===== src/rtl/bootdata_pkg.sv =====
// Shared constants for the host-to-bootloader word interface: state encoding,
// padding byte and the lane-order rule (first byte of a word lands in the MSB lane).
package bootdata_pkg;

  localparam int unsigned WORD_W     = 32;
  localparam int unsigned BYTE_W     = 8;
  localparam int unsigned LANE_W     = 2;
  localparam logic [7:0]  PAD_BYTE   = 8'hFF;
  localparam logic [31:0] PAD_WORD   = {4{PAD_BYTE}};

  typedef enum logic [2:0] {
    ST_IDLE    = 3'd0,
    ST_HRST    = 3'd1,
    ST_FILL    = 3'd2,
    ST_REQ     = 3'd3,
    ST_RELEASE = 3'd4,
    ST_DONE    = 3'd5,
    ST_TIMEOUT = 3'd6
  } state_t;

  // Lane index 0 is the first byte of a word and maps to bits [31:24].
  function automatic logic [31:0] place_byte(input logic [31:0] word,
                                             input logic [1:0]  lane,
                                             input logic [7:0]  data);
    logic [31:0] w;
    w = word;
    case (lane)
      2'd0:    w[31:24] = data;
      2'd1:    w[23:16] = data;
      2'd2:    w[15:8]  = data;
      default: w[7:0]   = data;
    endcase
    return w;
  endfunction

endpackage


===== src/rtl/bootdata_sender_packer.sv =====
// Byte-to-word assembler: fills lanes MSB first, pre-padded with PAD_BYTE so a
// word flushed early by 'last' carries padding in its unfilled lanes.
module bootdata_packer
  import bootdata_pkg::*;
(
  input  logic              clk,
  input  logic              reset,
  input  logic              clear,
  input  logic              load,
  input  logic              last,
  input  logic [BYTE_W-1:0] data,
  output logic [WORD_W-1:0] word_next_c,
  output logic              word_done_c
);

  logic [WORD_W-1:0] word_q;
  logic [LANE_W-1:0] lane_q;

  assign word_next_c = place_byte(word_q, lane_q, data);
  assign word_done_c = load && ((lane_q == 2'd3) || last);

  // Completed words hand off to the sender, so the assembler restarts padded.
  always_ff @(posedge clk) begin
    if (reset || clear) begin
      word_q <= PAD_WORD;
      lane_q <= '0;
    end else if (load) begin
      if (word_done_c) begin
        word_q <= PAD_WORD;
        lane_q <= '0;
      end else begin
        word_q <= word_next_c;
        lane_q <= lane_q + 2'd1;
      end
    end
  end

endmodule


===== src/rtl/bootdata_sender.sv =====
// Host-side boot image sender: pulses host_reset, then streams the image as
// 32-bit words over a four-phase req/ack handshake with an ack timeout.
module bootdata_sender
  import bootdata_pkg::*;
#(
  parameter int unsigned IMAGE_BYTES = 49152,
  parameter int unsigned RST_CYCLES  = 16,
  parameter int unsigned ACK_TIMEOUT = 65535
) (
  input  logic              clk,
  input  logic              reset,
  input  logic              start,
  input  logic [BYTE_W-1:0] byte_data,
  input  logic              byte_valid,
  output logic              byte_ready,
  output logic              host_reset,
  output logic [WORD_W-1:0] host_bootdata,
  output logic              host_bootdata_req,
  input  logic              host_bootdata_ack,
  output logic              busy,
  output logic              done,
  output logic              timeout_err
);

  localparam int unsigned CNT_W     = $clog2(IMAGE_BYTES + 1);
  localparam int unsigned TIMER_MAX = (ACK_TIMEOUT > RST_CYCLES) ? ACK_TIMEOUT : RST_CYCLES;
  localparam int unsigned TIMER_W   = $clog2(TIMER_MAX + 1);

  state_t             state_q, state_d;
  logic [CNT_W-1:0]   cnt_q, cnt_d;
  logic [TIMER_W-1:0] timer_q, timer_d;
  logic [WORD_W-1:0]  data_d;
  logic [WORD_W-1:0]  word_next_c;
  logic               word_done_c;
  logic               accept;
  logic               last_byte;
  logic               pack_clear;

  assign accept    = byte_valid && byte_ready && (state_q == ST_FILL);
  assign last_byte = (cnt_q == CNT_W'(IMAGE_BYTES - 1));

  bootdata_packer u_packer (
    .clk         (clk),
    .reset       (reset),
    .clear       (pack_clear),
    .load        (accept),
    .last        (last_byte),
    .data        (byte_data),
    .word_next_c (word_next_c),
    .word_done_c (word_done_c)
  );

  // State register; every output is registered from the next state.
  always_ff @(posedge clk) begin
    if (reset) begin
      state_q           <= ST_IDLE;
      cnt_q             <= '0;
      timer_q           <= '0;
      host_bootdata     <= '0;
      host_bootdata_req <= 1'b0;
      host_reset        <= 1'b0;
      byte_ready        <= 1'b0;
      busy              <= 1'b0;
      done              <= 1'b0;
      timeout_err       <= 1'b0;
    end else begin
      state_q           <= state_d;
      cnt_q             <= cnt_d;
      timer_q           <= timer_d;
      host_bootdata     <= data_d;
      host_bootdata_req <= (state_d == ST_REQ);
      host_reset        <= (state_d == ST_HRST);
      byte_ready        <= (state_d == ST_FILL);
      busy              <= (state_d inside {ST_HRST, ST_FILL, ST_REQ, ST_RELEASE});
      done              <= (state_d == ST_DONE);
      timeout_err       <= (state_d == ST_TIMEOUT);
    end
  end

  // Next-state logic; one timer serves the reset pulse and both ack waits.
  always_comb begin
    state_d    = state_q;
    cnt_d      = cnt_q;
    timer_d    = timer_q;
    data_d     = host_bootdata;
    pack_clear = 1'b0;
    unique case (state_q)
      ST_IDLE, ST_DONE, ST_TIMEOUT: begin
        if (start) begin
          state_d    = ST_HRST;
          cnt_d      = '0;
          timer_d    = '0;
          data_d     = '0;
          pack_clear = 1'b1;
        end
      end
      ST_HRST: begin
        if (timer_q == TIMER_W'(RST_CYCLES - 1)) begin
          state_d = ST_FILL;
          timer_d = '0;
        end else begin
          timer_d = timer_q + TIMER_W'(1);
        end
      end
      ST_FILL: begin
        if (accept) begin
          cnt_d = cnt_q + CNT_W'(1);
          if (word_done_c) begin
            state_d = ST_REQ;
            data_d  = word_next_c;
            timer_d = '0;
          end
        end
      end
      ST_REQ: begin
        if (host_bootdata_ack) begin
          state_d = ST_RELEASE;
          timer_d = '0;
        end else if (timer_q == TIMER_W'(ACK_TIMEOUT - 1)) begin
          state_d = ST_TIMEOUT;
        end else begin
          timer_d = timer_q + TIMER_W'(1);
        end
      end
      ST_RELEASE: begin
        if (!host_bootdata_ack) begin
          timer_d = '0;
          state_d = (cnt_q == CNT_W'(IMAGE_BYTES)) ? ST_DONE : ST_FILL;
        end else if (timer_q == TIMER_W'(ACK_TIMEOUT - 1)) begin
          state_d = ST_TIMEOUT;
        end else begin
          timer_d = timer_q + TIMER_W'(1);
        end
      end
      default: state_d = ST_IDLE;
    endcase
  end

endmodule


===== config.mk =====
export PLATFORM = sky130hd
export DESIGN_NAME = bootdata_sender
export DESIGN_NICKNAME = d
export VERILOG_FILES = /design/src/rtl/bootdata_pkg.sv /design/src/rtl/bootdata_sender_packer.sv /design/src/rtl/bootdata_sender.sv
export SDC_FILE = /design/constraint.sdc
export NUM_CORES = 1
export LEC_CHECK = 0
export BUFFER_PORTS_ARGS = -buffer_cell sky130_fd_sc_hd__buf_2
export CAP_MARGIN = 5
export CORE_ASPECT_RATIO = 1.1
export CORE_MARGIN = 3
export CORE_UTILIZATION = 63
export DETAILED_ROUTE_END_ITERATION = 10
export GPL_ROUTABILITY_DRIVEN = 0
export GPL_TIMING_DRIVEN = 1
export PLACE_DENSITY_LB_ADDON = 0.08
export SYNTH_ARGS = -nofsm -noshare
export SYNTH_HDL_FRONTEND = slang
export SYNTH_SLANG_ARGS = --single-unit
export TNS_END_PERCENT = 10

===== constraint.sdc =====
create_clock -name clk -period 5.8 [get_ports clk]
set_clock_uncertainty 0.2 [all_clocks]
set_input_delay 0.58 -clock clk [delete_from_list [all_inputs] [get_ports clk]]
set_output_delay 0.58 -clock clk [all_outputs]
set_load 0.05 [all_outputs]

; ---- Word-level counts from Yosys, hierarchy flattened
; Index checks and enable logic that the tools add are counted.
[totals]
reg_bits = 107
in_bits = 13
output_inout_bits = 38
elab_cells = 83
[classes]
muxes = 31
reduce_logical = 15
add_sub_neg = 3
eq_ne = 22
[op_table]
columns = operator, count
row1 = $mux 16, 8
row2 = $mux 32, 4
row3 = $pmux 16 s5, 1
row4 = $pmux 32 s2, 1
row5 = $eq 16x16->1 const B, 3
row6 = $add 16x1->16 const B, 2
row7 = $mux 8, 4
row8 = $pmux 16 s2, 1
row9 = $mux 3, 8
row10 = $eq 3x3->1 const B, 6
row11 = $eq 16x4->1 const B, 1
row12 = $pmux 3 s5, 1
row13 = $eq 3x2->1 const B, 4
row14 = $reduce_and 4->1, 2
row15 = $eq 3x1->1 const B, 2
row16 = $reduce_or 3->1, 2
row17 = $reduce_bool 5->1, 1
row18 = $eq 2x2->1 const B, 2
row19 = $ne 2x1->1 const B, 2
row20 = $reduce_bool 4->1, 1
row21 = $logic_and 1x1->1, 3
row22 = $logic_not 3->1, 1
row23 = $reduce_and 3->1, 1
row24 = $add 2x1->2 const B, 1
row25 = other kinds (7), 9

; ---- Depth between registers and ports, before layout
; Gate-level depths: netlist of the first run.
[depth]
ltp_word = 8
ltp_mapped = 9
ltp_nobuf = 8

; ---- Hierarchy
; From an unflattened synthesis of the first run, not the netlist that was laid out.
[unflattened]
hier_cells = 632
hier_area_um2 = 5456.5
[by_module_without_submodules]
columns = module, cells_each, area_each_um2, instances, seq_area_each_um2
row1 = bootdata_sender, 431, 3448.3, 1, 1461.4
row2 = bootdata_packer, 201, 2008.2, 1, 680.7

; ---- Worst setup path before layout of the first run
; No wires, ideal clock.
[synth_timing]
kind = register to register
start = reg cnt_q[0]
end = reg busy
synth_period_minus_slack_ns = 2.317
t_required_ns = 5.479
setup_ns = 0.121
stages_incl_launch_ff = 9
setup_slack_ns = 3.483
arrival_time_ns = 1.996
path_buffers = 0
cell_sequence = dfxtp_1 inv_1 ha_1 or4b_1 nor4_4 a221o_2 nor4b_2 nor2b_4 mux2_4
[synth_via]
elab_chain_len = 8
elab_cells_between_ends = 14
cone_classes = eq/ne (6) / mux (5) / reduce/logical (3)
[synth_lines]
columns = item, line_no
row1 = start: declaration, bootdata_sender.sv:30  ; logic [CNT_W-1:0] cnt_q, cnt_d;
row2 = start signal: assignment, bootdata_sender.sv:68  ; cnt_q <= cnt_d;
row3 = $eq 16x16->1, bootdata_sender.sv:40  ; assign last_byte = (cnt_q == CNT_W'(IMAGE_BYTES - 1));
row4 = $logic_or 1x1->1, bootdata_sender_packer.sv:20  ; assign word_done_c = load && ((lane_q == 2'd3) || last);
row5 = $logic_and 1x1->1, bootdata_sender_packer.sv:20
row6 = $mux 3, bootdata_sender.sv:108  ; if (word_done_c) begin
row7 = $mux 3, bootdata_sender.sv:106  ; if (accept) begin
row8 = $pmux 3 s5 *, bootdata_sender.sv:87  ; unique case (state_q)
row9 = "$eq 3x1->1, or another cell as far along", bootdata_sender.sv:74  ; busy <= (state_d inside {ST_HRST, ST_FILL, ST_REQ, ST_RELEASE});
row10 = $reduce_bool 4->1 *, bootdata_sender.sv:74
row11 = end signal: assignment, bootdata_sender.sv:74
row12 = end: declaration, bootdata_sender.sv:20  ; output logic busy,
; Every way passes the cells marked *; elsewhere a longest branch is shown, timed or not.
; A chain may end at the register's enable or synchronous reset.

; ---- Worst setup path in the final report of the first run
[layout_timing]
start = reg cnt_q[0]
end = reg timer_q[8]
[layout_via]
elab_chain_len = 5
[layout_lines]
columns = item, line_no
row1 = $eq 16x16->1, bootdata_sender.sv:40
row2 = $logic_or 1x1->1, bootdata_sender_packer.sv:20
row3 = $logic_and 1x1->1, bootdata_sender_packer.sv:20
row4 = $ne 2x1->1 (no source line), --
row5 = $reduce_and 4->1 (no source line), --
row6 = end signal: assignment, bootdata_sender.sv:69  ; timer_q <= timer_d;
row7 = end: declaration, bootdata_sender.sv:31  ; logic [TIMER_W-1:0] timer_q, timer_d;
; Every way passes these cells.

==> impl_metrics.toml, run 1 <==
[global_route]
grt_use_total = 0.2557
grt_first_pass_wirelength_um = 19370
grt.busiest_layer = "met2"
use_met2 = 0.4177
use_met1 = 0.3362
grt_overflow = 0
antenna_found_initial = 0
grt_max_degree = 65
first_global_vias = 4059
grt_use_met3 = 0.04348

[yosys]
ys_async_sr_fraction = 0
synth_edf_count = 0
synth_warnings = 0
synth_area_leader_cell = "dfxtp_1"
synth.avg_cell_area_um2 = 8.673
syn_nets = 605
synth.area.top_cells = "dfxtp_1 42%, mux2i_1 6.7%, nand2_1 5.6%, o22a_1 4.2%, nor2_1 4.0%"
synthTopCellsByCount = "107 x dfxtp_1, 75 x nand2_1, 54 x nor2_1, 34 x mux2i_1, 29 x nand3_1"
ys_types = 63
seq_area_frac_synth = 0.4237
ys_ff_latch = 107
synth.most_common_cell = "dfxtp_1"
syn_area_um2 = 5056
synth-main-ff-cell = "dfxtp_1"
synth_cells = 583
synth_top_area_frac = 0.4237

[setup_path]
critPathBufInv = 0
crit_family = "simple AND/OR/NAND/NOR gates"
required_ns = 5.86
crit_fanout = 13
crit_slowest_cell = "o221ai_1"
worstPathArrival_ns = 3.21
r2r-end = "timer_q[8]$_SDFFE_PP0P_"
critPathKind = "reg2reg"
cp-start-kind = "register"
crit_top_cell = "nor4_1"
r2r_cells = 7
critPathMaxStageDelay_ns = 0.83
path_cells = "ha_1 -> nand4_1 -> nor4_1 -> nor2_1 -> o221ai_1 -> a31oi_1 -> nor4_1"
r2r_setup_slack_ns = 2.65
cp-end-kind = "register"
r2r-start = "cnt_q[0]$_SDFFE_PP0P_"

[timing]
timing.slew.headroom = 0.2536
fin_crit_ns = 3.151
slew_violations = 0
fin_tns_setup_ns = 0
fin_crit_sh = 0.5433
rsz0062_at_grt = "false"
hold_ws_ns = 0.2523
fmax_mhz = 317.3
finalSetupViolations = 0
timing.final.ws_setup_ns = 2.649
worstMarginPinSlew_ns = 1.120
hold_viol = 0

[placed_design]
place_inst = 700
buffer_ports.inserted = 50
dp_worst_setup_slack_ns = 2.781
hpwl_um = 7622

[clocking]
clockBufferDepth = 2
cts_tree = "built"
cts_setup_buffers = 0
root_buffer = "clkbuf_8"
clock_sinks = 107
clk_latency_ns = 0.37
clk_pin_slew_worst_paths_ns = 0.11
cts_buffers = 9
h-tree-depth = 3
ctsHoldBuffers = 0
post_cts_resized = 0

[floorplan]
io_pins = 51
die_w_um = 91.42
dieArea_um2 = 9138
dieHeight_um = 99.96
start_util = 0.6619
row_count = 33
core_um2 = 7639

[pwr]
p_per_area_nw_per_um2 = 251.9
leakagePower_uw = 0.002433
vdd_drop_max_mv = 0.1724
finalPower_uw = 1384

[min_path]
min_from = "host_bootdata[20]$_SDFFE_PP0P_"
holdPathStages = 2
hold_path_class = "reg2reg"
holdPathEnd = "host_bootdata[20]$_SDFFE_PP0P_"

[route]
wl_um = 11380
wire_per_inst_um = 15.90
antenna_left = 0
vias = 4407
drt_iter0_drc = 206
first_pass_iters = 5
drcViolationCount = 0
drt-vias-per-instance = 6.155

[finish]
areaGrowthSynthToFinish_pct = 8.661
layout-drive-gt1-share = 0.1391
fin_nets = 628
fin_cells = 716
multi_input_area_um2 = 2714
regArea_um2 = 2142
antenna_cells = 0
fill_cells = 581

[status]
status = "finished, final reports clean"

[flow_run]
drv_cap = 0
state kept, by name, indices dropped and copies added (netlist names), 2 cells and up:
signal and cells:
state_q 3, u_packer.word_q 32, u_packer.lane_q 2, cnt_q 16
timer_q 16, host_bootdata 32
worst min-delay path, cell delays in order, from the launching register on:
cell and delay, ns:
dfxtp_1 0.32, nand2_1 0.05, o21ai_1 0.05
through the flow:
stage | area [um2] | util
after global routing | 5494 | 0.7192
after CTS | 5494 | 0.7192
after global placement | 5283 | 0.6916
after floorplan | 5056 | -
final | 5494 | 0.7192
after detailed placement | 5283 | 0.6916
power breakdown:
group / total (uW) / switching [uW] / internal, uW
logic: 141 / 104 / 37.3
clock network: 483 / 275 / 208
registers: 760 / 10.7 / 750
cells by family after synthesis:
| logic type | after synthesis | share of synthesized area |
|---|---|---|
| AO/OA/AOI/OAI | 129 | 0.1802 |
| XOR/XNOR | 14 | 0.02425 |
| adder cells (fa/ha/maj) | 9 | 0.02227 |
| buffers and inverters | 48 | 0.04083 |
| flip-flops | 107 | 0.4237 |
| multiplexers | 35 | 0.07028 |
| AND/OR/NAND/NOR | 241 | 0.2386 |
cell usage in the layout (no fill, tap or decap), types with 11 or more instances in the layout:
master    synthesis  routed
a21oi_1          25      25
o21ai_1          12      12
o211ai_1         17      17
nand2_1          75      75
nor2_1           54      54
xor2_1           11      11
and3_1           11      11
buf_2            10      50
nand3_1          29      29
o22a_1           24      24
a31oi_1          11      11
dfxtp_1         107     107
nor3_1           12      12
mux2i_1          34      34
and2_1           11      11
metal layers:
layer  routed length, um  up-vias
met2                5375      165
met3                 745       26
met4                 292        0
met1                4969     2075
li1                    -     2141
met5                   0        -
layout make-up:
class	instances	share of cell area
multi-input combinational	428	0.4940
clock inverter	7	0.01594
clock buffer	9	0.02255
inverter	8	0.005466
tap	105	0.02391
timing repair buffer	52	0.04828
sequential	107	0.3899
worst max path at each step:
stage / start / to / cells past startpoint
CTS: state_q[1]$_SDFF_PP0_ / host_bootdata[16]$_SDFFE_PP0P_ / 4
detailed placement: start / cnt_q[15]$_SDFFE_PP0P_ / 7
global route: cnt_q[1]$_SDFFE_PP0P_ / timer_q[8]$_SDFFE_PP0P_ / 7
global placement: byte_valid / host_bootdata[16]$_SDFFE_PP0P_ / 5
finish: cnt_q[0]$_SDFFE_PP0P_ / timer_q[8]$_SDFFE_PP0P_ / 7
floorplan: cnt_q[0]$_SDFFE_PP0P_ / busy$_SDFF_PP0_ / 8
(Power assumes the default switching activity.)
==> run 2: changes to the inputs <==
--- a/config.mk
+++ b/config.mk
@@ -9,7 +9,7 @@
 export CAP_MARGIN = 5
 export CORE_ASPECT_RATIO = 1.1
 export CORE_MARGIN = 3
-export CORE_UTILIZATION = 63
+export CORE_UTILIZATION = 59
 export DETAILED_ROUTE_END_ITERATION = 10
 export GPL_ROUTABILITY_DRIVEN = 0
 export GPL_TIMING_DRIVEN = 1
==> constraint.sdc (replaced) <==
create_clock -name clk -period 2.97 [get_ports clk]
set_clock_uncertainty 0.2 [all_clocks]
set_input_delay 0.297 -clock clk [delete_from_list [all_inputs] [get_ports clk]]
set_output_delay 0.297 -clock clk [all_outputs]
set_load 0.05 [all_outputs]
==> run 2 against run 1 <==
Effect of this change: clock power grew 75%; highest routed layer unchanged; cell area increased by 0.89%; core utilization decreased by 3.7 points; routed wire length decreased by 2.0%; non-clock buffer count grew 8; fmax up 22%; sequential share of layout area shrank 0.34 points; count of clock-buffer cells in the layout rose by 1; setup slack lost 2.3 ns.
==> impl_metrics.toml, run 2 (synthesized netlist as in run 1, its figures left out) <==
[clocking]
cts_tree = "built"
clockBufferDepth = 2
clk_pin_slew_worst_paths_ns = 0.10
cts_setup_buffers = 0
cts_buffers = 9
clock_sinks = 107
post_cts_resized = 0
clk_latency_ns = 0.37
root_buffer = "clkbuf_8"
h-tree-depth = 3
ctsHoldBuffers = 0

[pwr]
leakagePower_uw = 0.002461
internal-power_uw = 1870
clock_power_share = 0.323
swShare = 0.2858
pwr-share-comb = 0.112
vdd_drop_max_mv = 0.3465
p_per_area_nw_per_um2 = 472.4
p_switching_uw = 748.3
seqPwrFrac = 0.565

[floorplan]
row_count = 34
dieHeight_um = 103.1
core_um2 = 8125
die_w_um = 94.27
io_pins = 51
dieArea_um2 = 9718
start_util = 0.6223

[route]
first_pass_iters = 5
wire_per_inst_um = 15.35
drt-vias-per-instance = 6.048
drcViolationCount = 0
antenna_left = 0
vias = 4397
wl_um = 11160
drt_iter0_drc = 194

[global_route]
grt_overflow = 0
grt_use_total = 0.2422
antenna_found_initial = 0
grt_first_pass_wirelength_um = 19110
grt_max_degree = 65
first_global_vias = 4055

[finish]
fin_nets = 636
final_cell_mix = "107 x dfxtp_1, 75 x nand2_1, 54 x nor2_1"
reg_top3 = "host_bootdata (32), u_packer.word_q (32)"
areaGrowthSynthToFinish_pct = 9.626
layout_commonest_cell = "dfxtp_1"
fill_cells = 675
layout-drive-gt1-share = 0.1486
antenna_cells = 0

[flow_run]
drv_cap = 0

[min_path]
holdPathEnd = "u_packer.word_q[29]$_SDFFE_PP1N_"
hold_path_class = "in2reg"
min_from = "byte_data[5]"
holdPathStages = 3

[setup_path]
r2r_setup_slack_ns = 0.38
r2r-end = "busy$_SDFF_PP0_"
critPathKind = "reg2reg"
worstPathArrival_ns = 2.65
r2r_cells = 6
crit_slowest_cell = "nor4_2"
critPathMaxStageDelay_ns = 0.51
path_cells = "nand3_1 -> nor4_2 -> a21boi_1 -> nor4b_2 -> nor2b_4 -> mux2_4"
crit_fanout = 8
r2r-start = "timer_q[10]$_SDFFE_PP0P_"
required_ns = 3.03
cp-end-kind = "register"
cp-start-kind = "register"

[timing]
hold_viol = 0
fin_tns_setup_ns = 0
fin_crit_ns = 2.590
worstMarginPinSlew_ns = 0.6688
finalSetupViolations = 0
fmax_mhz = 386.1
slew_violations = 0
rsz0062_at_grt = "false"
fin_crit_sh = 0.8721
hold_ws_ns = 0.04407
timing.slew.headroom = 0.5511

[placed_design]
buffer_ports.inserted = 50
hpwl_um = 7652

[status]
status = "finished, final reports clean"
## run 2: cell types whose count changed in the layout (fill, tap and decap cells not counted)
cell and change:
clkbuf_1 +1, buf_4 +7, clkinv_4 +1, clkinv_8 -1, clkinv_2 -1, inv_8 +1, bufinv_16 -1, buf_12 +1
## run 2: final cells by class
cell class / instances / area, um2 / share of cell area
Inverter: 8 / 30.03 / 0.005418
Timing Repair Buffer: 60 / 337.8 / 0.06095
Clock buffer: 10 / 127.6 / 0.02302
Sequential cell: 107 / 2142 / 0.3865
Multi-Input combinational cell: 428 / 2714 / 0.4896
Tap cell: 108 / 135.1 / 0.02438
Clock inverter: 6 / 56.30 / 0.01016
## run 2: worst max-delay path by stage
stage	slack, ns	startpoint	to
floorplan	0.65	cnt_q[0]$_SDFFE_PP0P_	busy$_SDFF_PP0_
global placement	0.54	state_q[1]$_SDFF_PP0_	busy$_SDFF_PP0_
detailed placement	0.46	timer_q[10]$_SDFFE_PP0P_	busy$_SDFF_PP0_
CTS	0.43	timer_q[10]$_SDFFE_PP0P_	busy$_SDFF_PP0_
global route	0.22	state_q[1]$_SDFF_PP0_	timer_q[2]$_SDFFE_PP0P_
finish	0.38	timer_q[10]$_SDFFE_PP0P_	busy$_SDFF_PP0_
## run 2: critical path, delay by kind of cell (launching register included)
family,cells,cell delay (ns)
DFF,1,0.48
and+or+nand+nor,4,1.37
muxes,1,0.29
AOI/OAI and AO/OA,1,0.14
## run 2: power groups by stage
stage | clock network [uW] | logic [uW] | registers [uW]
after CTS | 872 | 293 | 1480
after global placement | 0 | 288 | 1510
final | 845 | 293 | 1480
after floorplan | 0 | 117 | 1600
after global routing | 929 | 312 | 1480
after detailed placement | 0 | 291 | 1510
## run 2: layer usage
metal	vias to the layer above	GRT usage	wire (um)
met1	2064	0.3238	4903
met5	-	0	0
li1	2164	-	-
met4	0	0.08111	228
met2	153	0.3979	5346
met3	16	0.04307	680
## run 2: through the flow
stage | power [uW] | util | worst slack [ns] | instances | instance area, um2
2_1_floorplan | 1721 | - | 0.6531 | 583 | 5056
3_3_place_gp | 1799 | 0.6595 | 0.5404 | 711 | 5359
3_5_place_dp | 1804 | 0.6595 | 0.4639 | 711 | 5359
4_1_cts | 2644 | 0.6822 | 0.4263 | 727 | 5543
5_1_grt | 2726 | 0.6822 | 0.2159 | 727 | 5543
6_report | 2618 | 0.6822 | 0.3799 | 727 | 5543
